### src/rtl/f_sweep_pkg.sv
// Shared definitions for the f truth-table sweeper: FSM state encoding,
// vector count and the golden truth table of f.
package f_sweep_pkg;

  typedef enum logic [1:0] {
    ST_IDLE   = 2'd0,
    ST_SETTLE = 2'd1,
    ST_SAMPLE = 2'd2,
    ST_DONE   = 2'd3
  } state_t;

  localparam int unsigned N_VEC     = 16;
  localparam logic [15:0] F_REF_MAP = 16'h212F;

endpackage

### src/rtl/f_sweep_ctrl.sv
// Drives f through all 16 input vectors, captures its truth table and ones
// count, and compares the table against an expected map.
module f_sweep_ctrl
  import f_sweep_pkg::*;
#(
  parameter int unsigned SETTLE = 1,
  parameter int unsigned N_VEC  = f_sweep_pkg::N_VEC
) (
  input  logic        clk,
  input  logic        rst_n,
  input  logic        start,
  output logic [3:0]  abcd,
  input  logic        s_in,
  input  logic [15:0] expect_map,
  output logic        busy,
  output logic        done,
  output logic [15:0] map,
  output logic [4:0]  ones,
  output logic        match
);

  localparam logic [3:0] LAST_IDX   = 4'(N_VEC - 1);
  localparam logic [3:0] SETTLE_LD  = 4'(SETTLE);
  localparam state_t     FIRST_STEP = (SETTLE > 0) ? ST_SETTLE : ST_SAMPLE;

  state_t      state_q, state_d;
  logic [3:0]  idx_q, idx_d;
  logic [3:0]  cnt_q, cnt_d;
  logic [3:0]  abcd_q, abcd_d;
  logic        busy_q, busy_d;
  logic [15:0] map_q, map_d;
  logic [4:0]  ones_q, ones_d;
  logic        match_q, match_d;

  always_ff @(posedge clk) begin
    if (!rst_n) begin
      state_q <= ST_IDLE;
      idx_q   <= '0;
      cnt_q   <= '0;
      abcd_q  <= '0;
      busy_q  <= 1'b0;
      map_q   <= '0;
      ones_q  <= '0;
      match_q <= 1'b0;
    end else begin
      state_q <= state_d;
      idx_q   <= idx_d;
      cnt_q   <= cnt_d;
      abcd_q  <= abcd_d;
      busy_q  <= busy_d;
      map_q   <= map_d;
      ones_q  <= ones_d;
      match_q <= match_d;
    end
  end

  always_comb begin
    state_d = state_q;
    idx_d   = idx_q;
    cnt_d   = cnt_q;
    abcd_d  = abcd_q;
    busy_d  = busy_q;
    map_d   = map_q;
    ones_d  = ones_q;
    match_d = match_q;
    unique case (state_q)
      ST_IDLE: begin
        if (start) begin
          idx_d   = '0;
          abcd_d  = '0;
          map_d   = '0;
          ones_d  = '0;
          match_d = 1'b0;
          busy_d  = 1'b1;
          cnt_d   = SETTLE_LD;
          state_d = FIRST_STEP;
        end
      end
      ST_SETTLE: begin
        // Counter is loaded with SETTLE, so leaving at 1 spends exactly SETTLE cycles here.
        cnt_d = cnt_q - 4'd1;
        if (cnt_q <= 4'd1) state_d = ST_SAMPLE;
      end
      ST_SAMPLE: begin
        map_d[idx_q] = s_in;
        ones_d       = ones_q + {4'b0000, s_in};
        if (idx_q == LAST_IDX) begin
          state_d = ST_DONE;
        end else begin
          idx_d   = idx_q + 4'd1;
          abcd_d  = idx_q + 4'd1;
          cnt_d   = SETTLE_LD;
          state_d = FIRST_STEP;
        end
      end
      ST_DONE: begin
        match_d = (map_q == expect_map);
        busy_d  = 1'b0;
        state_d = ST_IDLE;
      end
      default: state_d = ST_IDLE;
    endcase
  end

  assign abcd  = abcd_q;
  assign busy  = busy_q;
  assign done  = (state_q == ST_DONE);
  assign map   = map_q;
  assign ones  = ones_q;
  assign match = match_q;

endmodule

### config.mk
export PLATFORM = sky130hd
export DESIGN_NAME = f_sweep_ctrl
export DESIGN_NICKNAME = d
export VERILOG_FILES = /design/src/rtl/f_sweep_pkg.sv /design/src/rtl/f_sweep_ctrl.sv
export SDC_FILE = /design/constraint.sdc
export NUM_CORES = 1
export LEC_CHECK = 0
export CORE_MARGIN = 5
export CORE_UTILIZATION = 48
export CTS_CLUSTER_DIAMETER = 60
export CTS_CLUSTER_SIZE = 8
export DETAILED_ROUTE_END_ITERATION = 6
export HOLD_SLACK_MARGIN = 0.05
export PLACE_DENSITY = 0.79
export SETUP_SLACK_MARGIN = 0.15
export SYNTH_ARGS = -nofsm -noshare
export SYNTH_HDL_FRONTEND = slang
export SYNTH_SLANG_ARGS = --single-unit
### constraint.sdc
create_clock -name clk -period 1.5 [get_ports clk]
set_input_delay 0.3 -clock clk [delete_from_list [all_inputs] [get_ports clk]]
set_output_delay 0.3 -clock clk [all_outputs]
set_load 0.01 [all_outputs]
==> results of run 1 <==
==> metal layers <==
metal | vias up | GRT usage
met5 | - | 0
met4 | 0 | 0.06263
met3 | 9 | 0.05891
met2 | 59 | 0.3051
met1 | 858 | 0.2594
li1 | 881 | -
==> final timing paths <==
| path | start | end | slack, ns | depth (start not counted) |
|---|---|---|---|---|
| worst max-delay path | state_q[1] | map[12] | 0.16 | 5 |
| worst min-delay path | busy | busy | 0.46 | 2 |
| worst max register to register | state_q[1] | map[12] | 0.16 | 5 |
| worst min register to register | busy | busy | 0.46 | 2 |
==> worst max-delay path, stage by stage, from the launching register on <==
cell      delay [ns]
dfxtp_2         0.35
buf_4           0.11
nor2b_2         0.21
nand2_2         0.13
or3_1           0.33
a21boi_1        0.13
==> cell families (layout without fill, tap and decap cells) <==
logic type | after synthesis | in the layout | share of synthesized area
AO/OA/AOI/OAI | 49 | 49 | 0.2003
XOR/XNOR | 22 | 22 | 0.1053
adder cells (fa/ha/maj) | 8 | 8 | 0.05468
buffers and inverters | 17 | 88 | 0.05947
flip-flops | 33 | 33 | 0.3609
AND/OR/NAND/NOR | 74 | 75 | 0.2194
==> state kept, by name, indices dropped and copies added, names as in the netlist <==
| name | flops |
|---|---|
| cnt_q | 4 |
| abcd | 4 |
| match | 1 |
| ones | 5 |
| map | 16 |
| state_q | 2 |
| busy | 1 |
==> cell type report <==
cell class	instances	share of cell area
tap	48	0.02281
multi-input combinational	154	0.4254
clock buffer	7	0.03279
timing repair buffer	74	0.2524
inverter	7	0.009981
sequential	33	0.2567
==> report_power, final <==
| part | switching, uW | internal [uW] |
|---|---|---|
| clock network | 319 | 364 |
| logic | 175 | 192 |
| registers | 27.6 | 899 |
| total | 522 | 1450 |
==> stage by stage <==
stage / instance area (sq um) / std cells / hold WS (ns)
after floorplan: 1849 / 203 / 0.4429
after global placement: 2445 / 306 / 0.4513
after detailed placement: 2445 / 306 / 0.4609
after CTS: 2499 / 313 / 0.4643
after global routing: 2633 / 323 / 0.4915
final: 2633 / 323 / 0.4576
==> placed cells by master, fill, tap and decap left out, drive strengths merged, types with 2 or more instances in the layout <==
master / instances
nor3: 2
buf: 27
nor4: 3
ha: 8
xor2: 20
o21ai: 2
clkdlybuf4s50: 17
or3: 4
dlygate4sd2: 28
inv: 7
a22oi: 2
nand4: 18
nand2: 17
or2b: 2
xnor2: 2
a21oi: 4
dfxtp: 33
nor2: 11
o311ai: 4
nand3: 5
nor2b: 8
a21boi: 19
o211ai: 11
clkbuf: 8
nand2b: 2
==> what timing repair did <==
action	4_1_cts	5_1_grt
buffers inserted	0	8
setup endpoints to repair	48	26
pin swaps	0	8
endpoints found under the hold margin	0	0
gates resized for setup	32	24
gates cloned	0	2
==> out/qor.yml, run 1 <==
drt:
  viasPerCell: 5.594
  drtPass1Iterations: 4
  first_iter_violations: 123
  vias: 1807
  route.detailed.drc: 0
  top_layer: "met4"
  wl_mm: 5.029
  ant_nets: 0
  wl_met2_mm: 2.437
  wl_met1_mm: 2.204
  wl_met3_um: 303
  post_drt_wl_per_cell_um: 15.57
critical_path:
  crit_required_ns: 1.72
  critPathLaunchType: "register"
  crit_type: "register to register"
  cp.arrival_ns: 1.56
  end_kind: "register"
  crit_fanout: 5
synthesis:
  synth_edf_count: 0
  post_synth_num_cell_types: 41
  yosysWarnings: 0
  async_flop_share: 0
  synth_top_area_cell: "dfxtp_1"
  synth_nets: 231
  synthTopCellsByCount: "dfxtp_1 (33), xor2_1 (20), nand4_1 (18)"
  synth_flop_cell: "dfxtp_1"
  ys_top_cells_by_area: "dfxtp_1 (36%), xor2_1 (9.6%), a21boi_0 (6.2%)"
  synth_top_cell_area_share: 0.3609
  synthesis.area_sq_um: 1831
  ys_seq_area_frac: 0.3609
  ys_seq_elements: 33
  yosysMostFrequentCell: "dfxtp_1"
  syn_inst: 203
  avgSynthCellArea_sq_um: 9.017
sta:
  tns_ns: 0
  max_freq_ghz: 0.7473
  fin_crit_sh: 0.8921
  finClkSkew_ns: 0.003555
  tightestPinTransition_ns: 0.3054
  fin_ws_ns: 0.1619
  relSlewSlack: 0.7947
  report.final.slew_viol_count: 0
  period_needed_ns: 1.338
  hold_violations: 0
  rsz0062_at_grt: "true"
  setup_viol: 0
clocking:
  cts_tree: "done"
  cts-root-buf: "clkbuf_8"
  cts_htree_levels: 2
  holdBufCountCts: 0
  numCtsBuffers: 5
  clock-sinks: 33
  cts_buffer_depth: 2
  clock_latency_ns: 0.29
  path_clk_slew_ns: 0.06
power_and_ir_drop:
  power_uw: 1976
  ir_drop_uv: 683.4
  cellLeakagePower_uw: 0.001153
  power_density_nw_per_um2: 750.8
die:
  core-area_sq_um: 3689
  row_count: 22
  die_h_um: 71.76
  die_area_sq_um: 5149
  start_util: 0.4963
  num_io_pins: 48
  die_w_um: 71.76
global_routing:
  first_global_vias: 1686
  antenna_found_initial: 0
  track_usage: 0.1961
  grt_pass1_wl_mm: 8.128
  globalRouteOverflowTotal: 0
  grt_max_degree: 29
final_layout:
  diodes: 0
  syn2layout_area_growth_pct: 43.81
  fillers: 315
  multi_input_area_sq_um: 1120
  seqCellArea_sq_um: 675.6
  utilization: 0.7137
  drive_gt1_frac: 0.1964
  final_nets: 303
placed_design:
  place.port_buffers: 47
  place_ws_ns: -0.1687
  gp_congestion: 0.8211
  hpwl_mm: 3.523
status:
  status: "finished, final reports clean"
min_path:
  hold_class: "register to register"
run:
  cap_violations: 0
Power figures use the tool's default switching activity.
==> run 2, diff against run 1 <==
Settings changed: CORE_ASPECT_RATIO set to 1.2.
==> run 2 against run 1 <==
Compared with the run above:
- global-route usage fell by 0.13 points
- power shrank 1.8%
- via count fell by 3.5%
- fmax shrank 5.8%
- cell area is 1.3% higher
- sequential share of layout area is 0.52 points lower
- clock-buffer cell count rose by 1
- critical path depth is 1 higher
- clock skew rose by 0.0014 ns
- non-clock buffer count is 6 lower
- worst setup slack worse by 0.083 ns
- routed wire length fell by 0.14%
- critical endpoint is now cnt_q[2]
==> out/qor.yml, run 2 (synthesized netlist as in run 1, its figures left out) <==
status:
  status: "finished, final reports clean"
drt:
  wl_mm: 5.022
  post_drt_wl_per_cell_um: 15.60
  drtPass1Iterations: 4
  vias: 1743
  route.detailed.drc: 0
  first_iter_violations: 90
  ant_nets: 0
  viasPerCell: 5.413
critical_path:
  crit_required_ns: 1.71
  cp.arrival_ns: 1.63
  r2r_cells: 6
  crit_fanout: 5
  crit_type: "register to register"
  end_kind: "register"
  critPathLaunchType: "register"
clocking:
  cts_htree_levels: 2
  clock_latency_ns: 0.28
  numCtsBuffers: 5
  clock-sinks: 33
  cts-root-buf: "clkbuf_8"
  cts_tree: "done"
  path_clk_slew_ns: 0.07
  cts_buffer_depth: 2
final_layout:
  layout_common_cells: "dfxtp_1 (27), dlygate4sd2_1 (27), xor2_1 (20)"
  diodes: 0
  syn2layout_area_growth_pct: 45.73
  final_nets: 297
  final_area_sq_um: 2668
  fillers: 308
  drive_gt1_frac: 0.2148
  largest_reg_flops: 16
  utilization: 0.7281
placed_design:
  gp_congestion: 0.8785
  place.port_buffers: 47
  hpwl_mm: 3.452
  placed_area_sq_um: 2420
  place_ws_ns: -0.2200
die:
  core-area_sq_um: 3664
  die_h_um: 77.65
  row_count: 24
  die_area_sq_um: 5154
  start_util: 0.4997
  die_w_um: 66.38
  num_io_pins: 48
sta:
  period_needed_ns: 1.421
  rsz0062_at_grt: "true"
  hold_violations: 0
  finClkSkew_ns: 0.004919
  report.final.slew_viol_count: 0
  tightestPinTransition_ns: 0.3142
  max_freq_ghz: 0.7038
  fin_ws_ns: 0.07918
  relSlewSlack: 0.7888
  setup_viol: 0
  tns_ns: 0
  fin_crit_sh: 0.9472
power_and_ir_drop:
  ir_drop_uv: 699.3
  p_comb_frac: 0.193
  power_uw: 1942
  cellLeakagePower_uw: 0.001147
  p_sw_frac: 0.2679
  p_switching_uw: 520.2
  intPower_uw: 1421
  power_density_nw_per_um2: 727.8
  seq_power_share: 0.476
  clockPowerShare: 0.331
global_routing:
  antenna_found_initial: 0
  grt_max_degree: 29
  globalRouteOverflowTotal: 0
  grt_pass1_wl_mm: 7.990
  track_usage: 0.1948
  first_global_vias: 1760
min_path:
  hold_class: "register to register"
  whs_path_depth: 2
run:
  cap_violations: 0
run 2: critical path, stage by stage, from the launching register on:
cell and delay, ns:
dfxtp_2 0.32, buf_6 0.12, nor2b_4 0.20, buf_6 0.15, a2bb2oi_4 0.06, or3_1 0.34, a21oi_1 0.15
run 2: worst paths after layout:
check,startpoint,end,slack (ns)
max,state_q[0],cnt_q[2],0.08
min,busy,busy,0.46
max reg2reg,state_q[0],cnt_q[2],0.08
min reg2reg,busy,busy,0.46
run 2: per-layer routing:
layer  GRT usage  wire, um  vias up
met5           0         0        -
met4     0.07317        72        0
met3     0.04769       295        7
met2      0.3396      2540       47
met1      0.2256      2115      821
li1            -         -      868
run 2: layout make-up:
type / instances / area, sq um / share of cell area
Clock buffer: 8 / 80.08 / 0.03002
Inverter: 7 / 26.28 / 0.009850
Multi-Input combinational cell: 154 / 1196 / 0.4484
Sequential cell: 33 / 670.6 / 0.2514
Tap cell: 52 / 65.06 / 0.02439
Timing Repair Buffer: 68 / 629.4 / 0.2359
run 2: stage by stage:
step           hold WS (ns)  instances
6_report             0.4597        322
5_1_grt              0.4987        322
4_1_cts              0.4622        315
3_5_place_dp         0.4560        306
3_3_place_gp         0.4501        306
2_1_floorplan        0.4429        203
run 2: power by group through the flow:
stage,logic (uW),clock network (uW),registers (uW)
CTS,317,661,925
global placement,307,0,941
detailed placement,312,0,942
global route,409,690,928
finish,375,642,925
floorplan,189,0,944
run 2: repair_timing:
action | in CTS | in global routing
setup endpoints to repair | 45 | 25
hold buffers | 0 | 0
buffers inserted | 1 | 6
pin swaps | 2 | 11
gates resized for setup | 40 | 35
gates cloned | 0 | 1
